<file path="config.mk">
export PLATFORM = sky130hd
export DESIGN_NAME = instr_fetch
export DESIGN_NICKNAME = d
export VERILOG_FILES = /design/src/rtl/instr_fetch.sv
export SDC_FILE = /design/constraint.sdc
export NUM_CORES = 1
export LEC_CHECK = 0
export CORE_ASPECT_RATIO = 2
export CORE_MARGIN = 4
export CORE_UTILIZATION = 40
export CTS_BUF_LIST = sky130_fd_sc_hd__clkbuf_4 sky130_fd_sc_hd__clkbuf_8 sky130_fd_sc_hd__clkbuf_16
export DETAILED_ROUTE_END_ITERATION = 7
export GPL_ROUTABILITY_DRIVEN = 0
export SLEW_MARGIN = 30
export SYNTH_ARGS = -nofsm -noshare
export SYNTH_HDL_FRONTEND = slang
export SYNTH_SLANG_ARGS = --single-unit
</file>
<file path="constraint.sdc">
create_clock -name clk -period 4.2 [get_ports clk]
set_input_delay 1.26 -clock clk [delete_from_list [all_inputs] [get_ports clk]]
set_output_delay 1.26 -clock clk [all_outputs]
set_load 0.02 [all_outputs]
</file>
<file path="src/rtl/instr_fetch.sv">
// Instruction fetch/prefetch stage: program store, fetch PC and a 2-entry
// prefetch queue presenting one {opcode, argA, argB} word at a time to the FSM.
module instr_fetch #(
   parameter int unsigned OP_SIZE  = 4,
   parameter int unsigned ARG_SIZE = 3,
   parameter int unsigned ARG_NUM  = 2,
   parameter int unsigned ADDR_W   = 4,
   localparam int unsigned IW      = OP_SIZE + ARG_NUM * ARG_SIZE
) (
   input  logic              clk,
   input  logic              rst,
   input  logic              load_en,
   input  logic [ADDR_W-1:0] load_addr,
   input  logic [IW-1:0]     load_data,
   input  logic              run,
   input  logic              done,
   input  logic              branch,
   input  logic [ADDR_W-1:0] branchaddress,
   output logic [IW-1:0]     instruction,
   output logic              instr_valid,
   output logic [ADDR_W-1:0] pc
);

   localparam int unsigned DEPTH = 2 ** ADDR_W;

   typedef enum logic {IDLE, FETCH} state_t;

   state_t            state_q, state_d;
   logic [IW-1:0]     mem [DEPTH];
   logic [IW-1:0]     rd_data;
   logic [ADDR_W-1:0] fetch_pc;
   logic              inflight;
   logic [ADDR_W-1:0] inflight_addr;
   logic [IW-1:0]     head_word, tail_word;
   logic [ADDR_W-1:0] head_addr, tail_addr;
   logic [1:0]        occ;
   logic              pop_c;
   logic              issue_c;

   // State register
   always_ff @(posedge clk) begin
      if (rst) state_q <= IDLE;
      else     state_q <= state_d;
   end

   // Next state, pop and issue decisions; slots available = occ + inflight - pop < 2
   always_comb begin
      state_d = state_q;
      pop_c   = 1'b0;
      issue_c = 1'b0;
      case (state_q)
         IDLE:    if (run)  state_d = FETCH;
         FETCH:   if (!run) state_d = IDLE;
         default: state_d = IDLE;
      endcase
      pop_c   = done && (occ != 2'd0) && !branch;
      issue_c = run && !branch &&
                ((3'(occ) + 3'(inflight)) < (3'd2 + 3'(pop_c)));
   end

   // Program store: survives reset, loads only while stopped, 1-cycle read
   always_ff @(posedge clk) begin
      if (load_en && !run) mem[load_addr] <= load_data;
      if (issue_c)         rd_data <= mem[fetch_pc];
   end

   // Fetch pointer, inflight tracking and queue; unused slots are kept zero
   always_ff @(posedge clk) begin
      if (rst || branch) begin
         fetch_pc      <= rst ? '0 : branchaddress;
         inflight      <= 1'b0;
         inflight_addr <= '0;
         occ           <= 2'd0;
         head_word     <= '0;
         head_addr     <= '0;
         tail_word     <= '0;
         tail_addr     <= '0;
      end else begin
         inflight <= issue_c;
         if (issue_c) begin
            fetch_pc      <= fetch_pc + ADDR_W'(1);
            inflight_addr <= fetch_pc;
         end
         case ({pop_c, inflight})
            2'b11: begin
               if (occ == 2'd2) begin
                  head_word <= tail_word;
                  head_addr <= tail_addr;
                  tail_word <= rd_data;
                  tail_addr <= inflight_addr;
               end else begin
                  head_word <= rd_data;
                  head_addr <= inflight_addr;
               end
            end
            2'b10: begin
               head_word <= tail_word;
               head_addr <= tail_addr;
               tail_word <= '0;
               tail_addr <= '0;
               occ       <= occ - 2'd1;
            end
            2'b01: begin
               if (occ == 2'd0) begin
                  head_word <= rd_data;
                  head_addr <= inflight_addr;
               end else begin
                  tail_word <= rd_data;
                  tail_addr <= inflight_addr;
               end
               occ <= occ + 2'd1;
            end
            default: ;
         endcase
      end
   end

   assign instruction = head_word;
   assign pc          = head_addr;
   assign instr_valid = (occ != 2'd0);

endmodule

</file>
-- Yosys cells after proc, flatten, opt, wreduce, memory -nomap -nowiden
Memory sizes are Yosys's and may differ from the RTL's. A register that Yosys moved wholly into a read port is not among the register bits.
Index checks and enable logic that the tools add are counted.
- register bits: 39
- bits in writable memories: 160
- input bits: 24
- memories kept: 1
- add/subtract/negate cells: 5
- $lt $le $gt $ge: 1
- equality and inequality tests: 7
- multiplexer cells: 18
- reductions and logical operators: 15
- memory list (name ; depth ; bits a word ; rd ports ; clocked after memory_dff ; write ports ; line ; RTL):
    mem ; 16 ; 10 ; 1 ; 1 ; 1 ; 29 ; logic [IW-1:0] mem [DEPTH];
- operators by type and width (operator ; count):
    10-bit one-hot mux with 3 select lines ; 2
    10-bit 2-to-1 mux ; 4
    4-bit 2-to-1 mux ; 7
    4-bit one-hot mux with 3 select lines ; 2
    2-bit == test, second input constant ; 3
    2-bit inequality test, second input constant ; 3
    2-bit nonzero test ; 3
    1-bit logical AND ; 5
    4-bit by 1-bit adder with 4-bit output, second input constant ; 1
    2-bit one-hot mux with 2 select lines ; 1
    2-bit by 1-bit adder with 3-bit output ; 1
    2-bit by 1-bit adder with 3-bit output, first input constant ; 1
    3-bit less-than comparator ; 1
    3-bit AND reduction ; 1
    3-bit nonzero test ; 1
    2-bit by 1-bit adder with 2-bit output, second input constant ; 1
    2-bit by 1-bit == test with 1-bit output, second input constant ; 1
    1-bit logical NOT ; 2
    2-bit logical NOT ; 1
    1-bit 2-to-1 mux ; 2
    2-bit AND reduction ; 1
    2-bit by 1-bit subtractor with 2-bit output, second input constant ; 1
    1-bit logical OR ; 1

-- Logic depth before layout (Yosys ltp)
Gate-level depths: netlist of the first run.
- word-level depth: 8
- depth in mapped cells: 10

-- Least setup slack after synthesis of the first run
Ideal clock, no wire load.
- kind: input to register
- start: in branch
- end: reg tail_word[0]
- data arrival time: 3.168 ns
- required time: 4.130 ns
- path slack: 0.962 ns
- stages on the path: 9
- buffers on the path: 3
- cell sequence: clkbuf_1 or2_2 ha_1 buf_2 nor2b_1 o21a_4 buf_6 or4b_1 a21oi_1
- longest elaborated chain between the ends: 5
- RTL lines (element ; line ; RTL):
    from (decl) ; 17 ; input logic branch,
    1-bit logical NOT ; 56 ; pop_c = done && (occ != 2'd0) && !branch;
    1-bit logical AND ; 56 ;
    2-bit by 1-bit == test with 1-bit output or 2-bit == test (tied branches) ; 84 ; case ({pop_c, inflight})
    2-bit inequality test (no source line) or 3-bit nonzero test (tied branches) ; - ;
    3-bit AND reduction (no source line) ; - ;
    to (signal assigned) ; 89 ; tail_word <= rd_data;
    to (signal assigned) ; 108 ; tail_word <= rd_data;
    to (decl) ; 34 ; logic [IW-1:0] head_word, tail_word;
Several ways; a longest one is shown, not always the timed one.
A chain may end at the register's enable or synchronous reset.

-- Worst setup path in the final report of the first run
- start: in done
- end: reg head_addr[2] (netlist: pc[2])
- longest elaborated chain between the ends: 5
- RTL lines (element ; line ; RTL):
    from (decl) ; 16 ; input logic done,
    1-bit logical AND (*) (2 in series) ; 56 ;
    2-bit by 1-bit == test with 1-bit output or 2-bit == test (tied branches) ; 84 ;
    2-bit inequality test (no source line) or 3-bit nonzero test (tied branches) ; - ;
    2-bit AND reduction (no source line) ; - ;
    to (signal assigned) ; 88 ; head_addr <= tail_addr;
    to (signal assigned) ; 93 ; head_addr <= inflight_addr;
    to (signal assigned) ; 98 ; head_addr <= tail_addr;
    to (decl) ; 35 ; logic [ADDR_W-1:0] head_addr, tail_addr;
Every way passes the cells marked *; elsewhere a longest branch is shown, timed or not.

==> results of run 1 <==
[where the power goes]
part / switching [mW] / internal, mW / leakage, nW / total (mW)
registers: 0.0283 / 2.29 / 1.86 / 2.31
clock network: 0.694 / 0.996 / 0.304 / 1.69
logic: 0.164 / 0.151 / 1.10 / 0.315
total: 0.887 / 3.43 / 3.26 / 4.32
[critical path: stages]
cell             delay [ns]
clkdlybuf4s50_1        0.45
o21ai_1                0.08
or2_2                  0.32
ha_1                   0.64
a221oi_1               0.36
a21oi_1                0.08
a22o_1                 0.26
[area by class of cell]
cell class / instances / area (µm²)
fillers: 1819 / 10800
multi-input cells: 253 / 2330
inverters: 3 / 11.3
clock inverters: 6 / 82.6
clock buffers: 25 / 520
repair buffers: 64 / 596
well taps: 266 / 333
flip-flops and latches: 209 / 5930
[Yosys cell counts, drive strengths merged]
master  count  area [µm²]
a21oi      35         175
and2        2        12.5
nor3b       1        7.51
nand4b      1        8.76
inv         3        11.3
nand3       5        25.0
ha          7        87.6
clkbuf     21        78.8
or2         3        18.8
dfxtp      35         701
xnor2       3        26.3
nor2b       4        25.0
buf        13        67.6
a22o       14         123
or3b        2        17.5
or4b       14         140
xor2        1        8.76
nor3        5        25.0
o21a        2        22.5
a22oi      20         150
nand2b      4        25.0
nor2       25        93.8
mux4       40         901
edfxtp    174        5230
or3         1        6.26
o21ai      20         100
nand2      14        52.6
a221oi     14         123
mux2i      16         160
[how the worst max path moves through the flow]
| stage | start | endpoint | slack (ns) |
|---|---|---|---|
| 3_5_place_dp | done | instruction[6]$_SDFFE_PN0P_ | 0.62 |
| 3_3_place_gp | done | pc[2]$_SDFFE_PN0P_ | 0.62 |
| 4_1_cts | done | instruction[6]$_SDFFE_PN0P_ | 1.13 |
| 6_report | done | pc[2]$_SDFFE_PN0P_ | 1.12 |
| 2_1_floorplan | branch | tail_word[0]$_SDFFE_PN0P_ | 0.96 |
| 5_1_grt | done | pc[2]$_SDFFE_PN0P_ | 0.96 |
[logic make-up after synthesis]
| logic type | Yosys count | share of synthesized area [%] |
|---|---|---|
| and+or+nand+nor | 81 | 5.44 |
| adders and majority gates | 7 | 1.04 |
| AOI/OAI and AO/OA | 105 | 8.23 |
| xor gates and xnor gates | 4 | 0.416 |
| buffers and inverters | 37 | 1.87 |
| muxes | 56 | 12.6 |
| DFF | 209 | 70.4 |
[registers in the layout, summed over array words and instances, names as in the netlist]
name	count
rd_data	10
inflight_addr	4
tail_addr	4
instruction	10
tail_word	10
mem	160
fetch_pc	4
inflight	1
occ	2
pc	4
[through the flow]
stage	total power, mW	setup WS, ns
finish	4.32	1.12
floorplan	2.56	0.962
CTS	4.37	1.13
global route	4.49	0.961
global placement	2.67	0.622
detailed placement	2.68	0.619
[layer usage]
metal / share of wire (%) / track usage (%)
met2: 61 / 30.1
met5: 0 / 0
met3: 2.7 / 1.87
met1: 34 / 14.3
met4: 1.8 / 3.87
==> metrics.cfg, run 1 <==
[outcome]
status = finished clean

[clock_tree]
clk_path_buf_depth = 3
insertion_delay_ns = 0.48
cts.reportedPaths.clkPinSlew_ns = 0.06
cts_tree = built
cts_root_buffer = clkbuf_16
cts_resized = 0
cts_sinks = 209
numCtsBuffers = 19
h-tree-depth = 1
hold_buffers = 0
cts_setup_buffers = 0

[timing]
final_max_slew_viol_count = 0
min_period_over_period_pct = 73.4
setup_viol = 0
grt_setup_unrepaired = no
skew_ns = 0.00992
max_slew.worst_pin.slew_ns = 0.913
hold_viol = 0
fmax_mhz = 324
hold_slack_ns = 0.478
max_slew_margin_pct = 39.1
tns_ns = 0
min_period_ns = 3.08

[finish]
drive_above_1_share_pct = 17.5
post-route-util_pct = 47.7
nets = 581
final_cell_mix = 174 x edfxtp_1, 40 x mux4_2, 38 x clkdlybuf4s50_1
fin_cells = 826
final_area_um2 = 9800
area_growth_pct = 16.5
layout_commonest_cell = edfxtp_1
diodes = 0

[grt]
grt.total_usage_pct = 14.3
antenna_found_initial = 0
overflow = 0
grt_pass1_vias = 4781
grt_pass1_wl_mm = 26.5
grt_max_degree = 33

[job]
cap_violations = 0

[drt]
vias = 4480
wl_mm = 16.5
postRouteAntennaNets = 0
drt_iter0_markers = 232
drt-vias-per-instance = 5.42
wl_per_cell_um = 20.0
drc = 0
dr.pass1.iters = 5

[synthesis]
ys_seq_area_share_pct = 70.4
netlist_area_um2 = 8420
yosysWarnings = 0
synth-seq-cells = 209
syn_area_per_cell_um2 = 16.9
synthCells = 499
synth_cell_type_count = 33
syn_nets = 530

[power_and_ir_drop]
p_leak_nw = 3.26
pwr_density_cell_nw_per_um2 = 441
max-vdd-ir-drop_mv = 0.389

[min_path]
hold_depth = 1
holdPathEnd = instruction[9]$_SDFFE_PN0P_
min_path_type = flip-flop to flip-flop
worstHoldStart = instruction[9]$_SDFFE_PN0P_

[setup_path]
required_ns = 4.58
cp-end-kind = flip-flop
reg2reg_to = rd_data[5]$_DFFE_PP_
reg2reg_depth = 4
r2r-start = fetch_pc[0]$_DFFE_PP_
cp_data_arrival_time_ns = 3.46
criticalPathCategory = input pin to flip-flop
start_kind = input pin
cp_max_fo = 30
ff2ff_setup_slack_ns = 1.77

[placement]
io_buffers = 38
dp.cells = 794
hpwlAfterDp_mm = 11.8
dpl_cell_area_um2 = 9190

[die]
ios = 39
die_y_um = 213
die_w_um = 111
dieArea_um2 = 23600
initial_core_util_pct = 41.0
rows = 74
core_um2 = 20600

(Power assumes the default switching activity.)
==> run 2, diff against run 1 <==
clock period = 2.5 ns   (was 4.2 ns; I/O delays follow)
==> run 2 against run 1 <==
Die area did not move; global-route usage rose by 0.66 points; total power rose by 70%; setup slack got worse by 0.95 ns; non-clock buffer count rose by 18; combinational power rose by 82%; clock skew rose by 0.0037 ns; register-to-register slack got worse by 1.4 ns; first-iteration DRC count rose by 49%; cell area rose by 2.5%.
==> metrics.cfg, run 2 (same netlist as run 1, synthesis figures left out) <==
[drt]
vias = 4527
wl_per_cell_um = 20.1
drc = 0
postRouteAntennaNets = 0
drt_iter0_markers = 346
drt-vias-per-instance = 5.34
wl_mm = 17.1
dr.pass1.iters = 4

[finish]
final_area_um2 = 10100
diodes = 0
filler_cell_count = 1774
drive_above_1_share_pct = 21.2
fin_cells = 847
largest-register = mem
layout_commonest_cell = edfxtp_1
largest_register_ffs = 160
nets = 599
final_cell_mix = 174 x edfxtp_1, 40 x mux4_2, 37 x clkdlybuf4s50_1, 37 x buf_4, 35 x a21oi_1
area_growth_pct = 19.4

[grt]
grt_max_degree = 45
grt.total_usage_pct = 15.0
overflow = 0
antenna_found_initial = 0
grt_pass1_vias = 4916
grt_pass1_wl_mm = 27.4

[timing]
grt_setup_unrepaired = no
min_period_over_period_pct = 93.2
max_slew.worst_pin.slew_ns = 0.570
setup_slack_ns = 0.170
max_slew_margin_pct = 61.9
fmax_mhz = 429
final_max_slew_viol_count = 0
hold_viol = 0
setup_viol = 0
skew_ns = 0.0136
min_period_ns = 2.33

[setup_path]
cp-end-kind = flip-flop
cp_max_fo = 19
critPathBufInv = 1
ff2ff_setup_slack_ns = 0.38
cp_slowest_cell = or4b_1
crit_family = simple AND/OR/NAND/NOR gates
crit_chain = clkdlybuf4s50_1 > o21ai_1 > or2_4 > ha_4 > nor2b_4 > o21a_4 > or4b_1 > a21oi_1
criticalPathCategory = input pin to flip-flop
start_kind = input pin
cp_data_arrival_time_ns = 2.76
required_ns = 2.93
cpPeakStageDelay_ns = 0.49

[job]
cap_violations = 0

[clock_tree]
insertion_delay_ns = 0.50
hold_buffers = 0
cts_sinks = 209
h-tree-depth = 1
clk_path_buf_depth = 3
cts_tree = built
numCtsBuffers = 19
cts_root_buffer = clkbuf_16
cts.reportedPaths.clkPinSlew_ns = 0.07

[die]
initial_core_util_pct = 41.0
rows = 74
ios = 39
die_y_um = 213
core_um2 = 20600
die_w_um = 111
dieArea_um2 = 23600

[placement]
io_buffers = 38
dpl_cell_area_um2 = 9430
hpwlAfterDp_mm = 12.0
dp.cells = 813
place_ws_ns = -0.364

[power_and_ir_drop]
max-vdd-ir-drop_mv = 0.969
p_leak_nw = 3.38
pwr_density_cell_nw_per_um2 = 731

[min_path]
min_path_type = flip-flop to flip-flop

[outcome]
status = finished clean

==> run 2: report_power, final <==
part           switching [mW]  leakage (nW)  internal, mW
logic                   0.297          1.21         0.275
registers              0.0333          1.86          3.84
clock network            1.25         0.303          1.65
==> run 2: final timing paths <==
path	depth (start not counted)	end	from
hold reg to reg	1	instruction[8]$_SDFFE_PN0P_	instruction[8]$_SDFFE_PN0P_
setup / recovery	8	tail_word[9]$_SDFFE_PN0P_	done
setup reg to reg	7	tail_word[9]$_SDFFE_PN0P_	occ[1]$_SDFFE_PN0N_
hold / removal	1	instruction[8]$_SDFFE_PN0P_	instruction[8]$_SDFFE_PN0P_
==> run 2: cell type report <==
type,instances,area [µm²],area share [%]
Clock buffer,22,498,4.95
Clock inverter,12,125,1.24
Inverter,3,11.3,0.112
Multi-Input combinational cell,253,2360,23.5
Sequential cell,209,5930,59.0
Tap cell,266,333,3.31
Timing Repair Buffer,82,797,7.93
==> run 2: stage by stage <==
step	hold slack, ns	utilization, %	setup TNS, ns	total power [mW]
6_report	0.480	48.9	0	7.34
2_1_floorplan	0.467	-	-0.0683	4.30
5_1_grt	0.493	48.9	0	7.64
3_5_place_dp	0.468	45.9	-10.08	4.53
3_3_place_gp	0.464	45.9	-8.82	4.51
4_1_cts	0.484	48.9	0	7.44
==> run 2: worst register-to-register path, delay by kind of cell (launching register included) <==
family                   cells  cell delay [ns]
AO/OA/AOI/OAI                3             0.55
flip-flops                   1             0.43
AND/OR/NAND/NOR              3             0.89
adder cells (fa/ha/maj)      1             0.16
==> run 2: metal layers <==
metal  part of all wire, %  vias to the layer above  global-route usage [%]
met5                     0                        -                       0
met4                   2.0                        0                    5.57
met3                   2.7                       17                    1.93
met2                    61                       72                    31.4
met1                    34                     2283                    14.4
li1                      -                     2155                       -
==> run 2: timing repair <==
| action | in CTS | in global routing |
|---|---|---|
| endpoints found under the setup margin | 1 | 7 |
| resized for setup | 2 | 1 |
| buffers inserted | 0 | 0 |
==> run 3, diff against run 2 <==
SLEW_MARGIN = not set   (was 30)
==> results of run 3 <==
No change in the layout: final DEF, timing and power equal those of run 2.
